File: config.mk
export PLATFORM = sky130hd
export DESIGN_NAME = alarm_unit
export DESIGN_NICKNAME = d
export VERILOG_FILES = /design/src/rtl/alarm_pkg.sv /design/src/rtl/key_sync_edge.sv /design/src/rtl/alarm_unit.sv
export SDC_FILE = /design/constraint.sdc
export NUM_CORES = 1
export LEC_CHECK = 0
export ABC_AREA = 1
export BUFFER_PORTS_ARGS = -buffer_cell sky130_fd_sc_hd__buf_2
export CORE_MARGIN = 8
export CORE_UTILIZATION = 65
export CTS_CLUSTER_SIZE = 28
export DETAILED_ROUTE_END_ITERATION = 6
export PLACE_DENSITY_LB_ADDON = 0.08
export SLEW_MARGIN = 5
export SYNTH_ARGS = -nofsm -noshare
export SYNTH_HDL_FRONTEND = slang
export SYNTH_SLANG_ARGS = --single-unit
File: constraint.sdc
create_clock -name CLOCK_50 -period 5.15 [get_ports CLOCK_50]
set_clock_uncertainty 0.2 [all_clocks]
set_input_delay 0.515 -clock CLOCK_50 [delete_from_list [all_inputs] [get_ports CLOCK_50]]
set_output_delay 0.515 -clock CLOCK_50 [all_outputs]
set_load 0.05 [all_outputs]
File: src/rtl/alarm_pkg.sv
// alarm_pkg: shared state encoding and time-field limits for the alarm unit.
`default_nettype none
package alarm_pkg;

  localparam int TIME_W = 7;
  localparam logic [TIME_W-1:0] MAX_HOUR = 7'd23;
  localparam logic [TIME_W-1:0] MAX_MIN  = 7'd59;

  typedef enum logic [1:0] {
    IDLE    = 2'd0,
    ARMED   = 2'd1,
    RINGING = 2'd2,
    SNOOZE  = 2'd3
  } alarm_state_t;

endpackage
`default_nettype wire

File: src/rtl/key_sync_edge.sv
// key_sync_edge: two-flop synchroniser for an active-low key plus a one-cycle
// press pulse on the synchronised falling edge.
`default_nettype none
module key_sync_edge (
  input  logic clk,
  input  logic rst_n,
  input  logic key_n,
  output logic press
);

  logic sync1;
  logic sync2;
  logic last;

  always_ff @(posedge clk or negedge rst_n) begin
    if (!rst_n) begin
      sync1 <= 1'b0;
      sync2 <= 1'b0;
      last  <= 1'b0;
    end else begin
      sync1 <= key_n;
      sync2 <= sync1;
      last  <= sync2;
    end
  end

  // Flops clear to 0, so the idle-high key produces a rising edge after reset, never a press.
  assign press = last & ~sync2;

endmodule
`default_nettype wire

File: src/rtl/alarm_unit.sv
// alarm_unit: compares the running time against a setpoint and sequences
// ring / snooze / dismiss behaviour with a blinking LED while ringing.
`default_nettype none
module alarm_unit
  import alarm_pkg::*;
#(
  parameter int CLK_HZ           = 50000000,
  parameter int BLINK_HZ         = 2,
  parameter int SNOOZE_MIN       = 5,
  parameter int RING_TIMEOUT_MIN = 10,
  parameter int MAX_SNOOZE       = 3
) (
  input  logic              CLOCK_50,
  input  logic              reset_n,
  input  logic [TIME_W-1:0] cur_minutes,
  input  logic [TIME_W-1:0] cur_hours,
  input  logic [TIME_W-1:0] alarm_minutes,
  input  logic [TIME_W-1:0] alarm_hours,
  input  logic              alarm_enable,
  input  logic              snooze_n,
  input  logic              dismiss_n,
  output logic              ringing,
  output logic              blink,
  output logic [1:0]        state,
  output logic [1:0]        snooze_count
);

  localparam int          HALF_PERIOD = CLK_HZ / (2 * BLINK_HZ);
  localparam logic [31:0] BLINK_LAST  = 32'(HALF_PERIOD - 1);
  localparam logic [7:0]  RING_LIM    = 8'(RING_TIMEOUT_MIN);
  localparam logic [7:0]  SNZ_LIM     = 8'(SNOOZE_MIN);
  localparam logic [1:0]  SNZ_MAX     = 2'(MAX_SNOOZE);

  alarm_state_t      cur_state, nxt_state;
  logic [7:0]        ring_cnt, ring_cnt_nxt;
  logic [7:0]        snz_cnt, snz_cnt_nxt;
  logic [1:0]        snz_used, snz_used_nxt;
  logic              blink_r, blink_nxt;
  logic [31:0]       blink_cnt, blink_cnt_nxt;
  logic [TIME_W-1:0] prev_min;
  logic              primed;

  logic snooze_press;
  logic dismiss_press;
  logic minute_tick;
  logic alarm_valid;
  logic match;
  logic [7:0] ring_inc;
  logic [7:0] snz_inc;

  key_sync_edge u_snooze (
    .clk   (CLOCK_50),
    .rst_n (reset_n),
    .key_n (snooze_n),
    .press (snooze_press)
  );

  key_sync_edge u_dismiss (
    .clk   (CLOCK_50),
    .rst_n (reset_n),
    .key_n (dismiss_n),
    .press (dismiss_press)
  );

  // primed holds off the tick until prev_min has captured a real minute value.
  assign minute_tick = primed && (cur_minutes != prev_min);
  assign alarm_valid = (alarm_hours <= MAX_HOUR) && (alarm_minutes <= MAX_MIN);
  assign match       = minute_tick && alarm_valid &&
                       (cur_minutes == alarm_minutes) && (cur_hours == alarm_hours);
  assign ring_inc    = (ring_cnt == 8'hFF) ? ring_cnt : ring_cnt + 8'd1;
  assign snz_inc     = (snz_cnt  == 8'hFF) ? snz_cnt  : snz_cnt  + 8'd1;

  always_ff @(posedge CLOCK_50 or negedge reset_n) begin
    if (!reset_n) begin
      cur_state <= IDLE;
      ring_cnt  <= 8'd0;
      snz_cnt   <= 8'd0;
      snz_used  <= 2'd0;
      blink_r   <= 1'b0;
      blink_cnt <= 32'd0;
      prev_min  <= '0;
      primed    <= 1'b0;
    end else begin
      cur_state <= nxt_state;
      ring_cnt  <= ring_cnt_nxt;
      snz_cnt   <= snz_cnt_nxt;
      snz_used  <= snz_used_nxt;
      blink_r   <= blink_nxt;
      blink_cnt <= blink_cnt_nxt;
      prev_min  <= cur_minutes;
      primed    <= 1'b1;
    end
  end

  always_comb begin
    nxt_state     = cur_state;
    ring_cnt_nxt  = ring_cnt;
    snz_cnt_nxt   = snz_cnt;
    snz_used_nxt  = snz_used;
    blink_nxt     = blink_r;
    blink_cnt_nxt = blink_cnt;

    case (cur_state)
      IDLE: begin
        if (alarm_enable) nxt_state = ARMED;
      end
      ARMED: begin
        if (match) begin
          nxt_state     = RINGING;
          snz_used_nxt  = 2'd0;
          ring_cnt_nxt  = 8'd0;
          blink_nxt     = 1'b1;
          blink_cnt_nxt = 32'd0;
        end
      end
      RINGING: begin
        if (blink_cnt == BLINK_LAST) begin
          blink_nxt     = ~blink_r;
          blink_cnt_nxt = 32'd0;
        end else begin
          blink_cnt_nxt = blink_cnt + 32'd1;
        end
        if (dismiss_press) begin
          nxt_state = ARMED;
        end else if (minute_tick && (ring_inc >= RING_LIM)) begin
          nxt_state = ARMED;
        end else if (snooze_press && (snz_used < SNZ_MAX)) begin
          nxt_state    = SNOOZE;
          snz_used_nxt = snz_used + 2'd1;
          snz_cnt_nxt  = 8'd0;
        end else if (minute_tick) begin
          ring_cnt_nxt = ring_inc;
        end
      end
      SNOOZE: begin
        if (dismiss_press) begin
          nxt_state = ARMED;
        end else if (minute_tick) begin
          if (snz_inc >= SNZ_LIM) begin
            nxt_state     = RINGING;
            ring_cnt_nxt  = 8'd0;
            blink_nxt     = 1'b1;
            blink_cnt_nxt = 32'd0;
          end else begin
            snz_cnt_nxt = snz_inc;
          end
        end
      end
      default: nxt_state = IDLE;
    endcase

    if (!alarm_enable) nxt_state = IDLE;

    if (nxt_state != RINGING) begin
      blink_nxt     = 1'b0;
      blink_cnt_nxt = 32'd0;
    end
  end

  assign ringing      = (cur_state == RINGING);
  assign blink        = blink_r;
  assign state        = cur_state;
  assign snooze_count = snz_used;

endmodule
`default_nettype wire

==> results.cfg <==
[placement]
place_area_um2 = 4570
port_buffers = 38
place_hpwl_mm = 7.61
gp_congestion = 0.900

[die]
pin_count = 39
core_area_um2 = 6390
die_y_um = 97.5
initial_core_util = 0.676
die_area_um2 = 9510
rows = 29
die_w_um = 97.5

[cts]
cts_resized = 0
cts_max_level = 3
clock_sinks = 67
path_clk_slew_ns = 0.07
hold_buffers = 0
clk_latency_ns = 0.34
cts_setup_buffers = 0
cts_tree = built
cts_max_path_buffers = 2
cts_root_buf = clkbuf_8
cts_buffers = 9

[power_and_ir_drop]
ir_worst_vdd_mv = 0.210
power-per-cell-area_nw_per_um2 = 220
leakagePower_uw = 0.00240

[hold_path]
hp-class = input pin to flop
hold_depth = 1
hold-path-endpoint = u_dismiss.sync1
hp-start = dismiss_n

[logic_synthesis]
synth-seq-area-share = 0.388
synth_cell_types = 33
synth-seq-cells = 67
synth_area_um2 = 4320
syn_inst = 622
syn_avg_cell_area_um2 = 6.94
yosys_warnings = 0
synthesis.nets = 659

[worst_setup_path]
rr_startpoint = snz_cnt[0]
slowest_stage = dfrtp_1
reg2reg_to = blink_cnt[29]
r2r_cells = 12
path_delay_family = simple AND/OR/NAND/NOR gates
endpoint_kind = flop
critPathMostFrequentCell = nand2_1
path_cells = ha_1 -> nand2_1 -> nor2_2 -> nand2_2 -> o21ai_1 -> nand2_1 -> a21oi_1 -> nand2_1 -> a21oi_1 -> nor2_2 -> nand2_4 -> nor2_1
reg2reg_slack_ns = 2.54
arrival_ns = 2.62
crit_path_max_fanout = 33
worst-setup-path-type = flop to flop
required_ns = 5.16
critPathBufInv = 0
crit_path_start_kind = flop
critPathMaxStageDelay_ns = 0.43

[flow_run]
max_cap_violations = 0

[timing]
fin_crit_ns = 2.61
setup_viol = 0
hold_violations = 0
fin_setup_tns_ns = 0
relSlewSlack = 0.440
drv_slew = 0
whs_ns = 0.0740
tightest_slew_ns = 0.840
rsz0062_at_grt = false
min_period_over_period = 0.507
max_freq_mhz = 383

[global_route]
grt_pass1_vias = 3967
antenna_found_initial = 0
grt_pass1_wl_mm = 17.7
grt_max_degree = 68
track_usage = 0.219
overflow = 0

[routing]
firstDrtPassIters = 5
first_iter_violations = 260
ant_nets = 0
wl_per_cell_um = 13.7
wirelength_mm = 10.2
drc = 0
viasPerCell = 5.52
num_vias = 4118

[cells_and_area]
fin_nets = 702
fin_util = 0.746
layout_commonest_cell = nand2_1
postLayoutCellArea_um2 = 4770
drive_gt1_frac = 0.185
diodes = 0
final_cell_mix = nand2_1, inv_1, dfrtp_1
syn_to_final_growth_pct = 10.4

[status]
status = complete, no violations
-- registers in the layout, summed over array words and instances, names as in the netlist, 2 cells and up --
signal        count
ring_cnt          8
snooze_count      2
blink_cnt        32
state             2
snz_cnt           8
prev_min          7
-- power by group --
| part | internal, uW | switching (uW) | total (uW) |
|---|---|---|---|
| Sequential | 532 | 3.80 | 536 |
| Combinational | 22.1 | 40.9 | 63.0 |
| Clock | 246 | 201 | 448 |
-- synth_stat cells --
library cell | number | share of area
nand2_2 | 5 | 0.0072
o21ai_1 | 1 | 0.0012
nor2_8 | 1 | 0.0046
nor2_4 | 4 | 0.010
o221ai_1 | 1 | 0.0020
nor4_1 | 5 | 0.0072
buf_2 | 1 | 0.0012
nand3_2 | 3 | 0.0070
o21ai_2 | 1 | 0.0020
o2111ai_1 | 1 | 0.0020
dfrtp_1 | 67 | 0.39
nand4_1 | 30 | 0.043
nor2_2 | 33 | 0.048
or2_2 | 19 | 0.028
clkbuf_1 | 4 | 0.0035
nand3b_1 | 4 | 0.0070
xor2_1 | 7 | 0.014
o21ai_0 | 13 | 0.015
o22ai_1 | 1 | 0.0014
inv_1 | 87 | 0.076
clkinv_1 | 1 | 0.00087
buf_6 | 3 | 0.0078
xnor2_1 | 2 | 0.0041
nand3_1 | 49 | 0.057
inv_2 | 2 | 0.0017
nor3_1 | 18 | 0.021
a21oi_1 | 11 | 0.013
nor2_1 | 61 | 0.053
nand2_4 | 1 | 0.0026
nand2_1 | 180 | 0.16
conb_1 | 1 | 0.00087
nor3b_1 | 1 | 0.0017
ha_1 | 4 | 0.012
-- cell type report --
class                   instances  area (um^2)
clock buffers                  11          151
clock inverters                 4         50.0
fillers                       520         1620
inverters                      90          338
multi-input cells             457         2250
flip-flops and latches         67         1680
well taps                      77         96.3
repair buffers                 40          205
-- layer usage --
| metal | vias up | track usage | part of all wire |
|---|---|---|---|
| met2 | 145 | 0.350 | 0.48 |
| met3 | 23 | 0.0356 | 0.063 |
| met5 | - | 0 | 0 |
| met1 | 1895 | 0.283 | 0.44 |
| li1 | 2055 | - | - |
| met4 | 0 | 0.0991 | 0.021 |
-- cells by family after synthesis --
family,after synthesis,synth area share
other,1,0.000868
AOI/OAI and AO/OA,29,0.0365
buffers and inverters,98,0.0907
and+or+nand+nor,414,0.454
DFF,67,0.388
adders and majority gates,4,0.0116
xor gates and xnor gates,9,0.0183
-- through the flow --
step | total power, uW | setup slack (ns) | cells
floorplan | 576 | 2.72 | 622
detailed placement | 610 | 2.54 | 731
CTS | 1060 | 2.55 | 746
global route | 1080 | 2.35 | 746
finish | 1050 | 2.54 | 746
global placement | 607 | 2.65 | 731
-- how the worst max path moves through the flow --
stage | startpoint | to | slack, ns | cells past startpoint
detailed placement | cur_minutes[6] | blink_cnt[29] | 2.54 | 14
CTS | snz_cnt[0] | blink_cnt[29] | 2.55 | 12
global route | snz_cnt[0] | blink_cnt[30] | 2.35 | 12
floorplan | state[1] | ringing | 2.72 | 3
global placement | cur_minutes[3] | blink_cnt[28] | 2.65 | 14
finish | snz_cnt[0] | blink_cnt[29] | 2.54 | 12
Note: power is estimated with default switching activity, not from simulation.
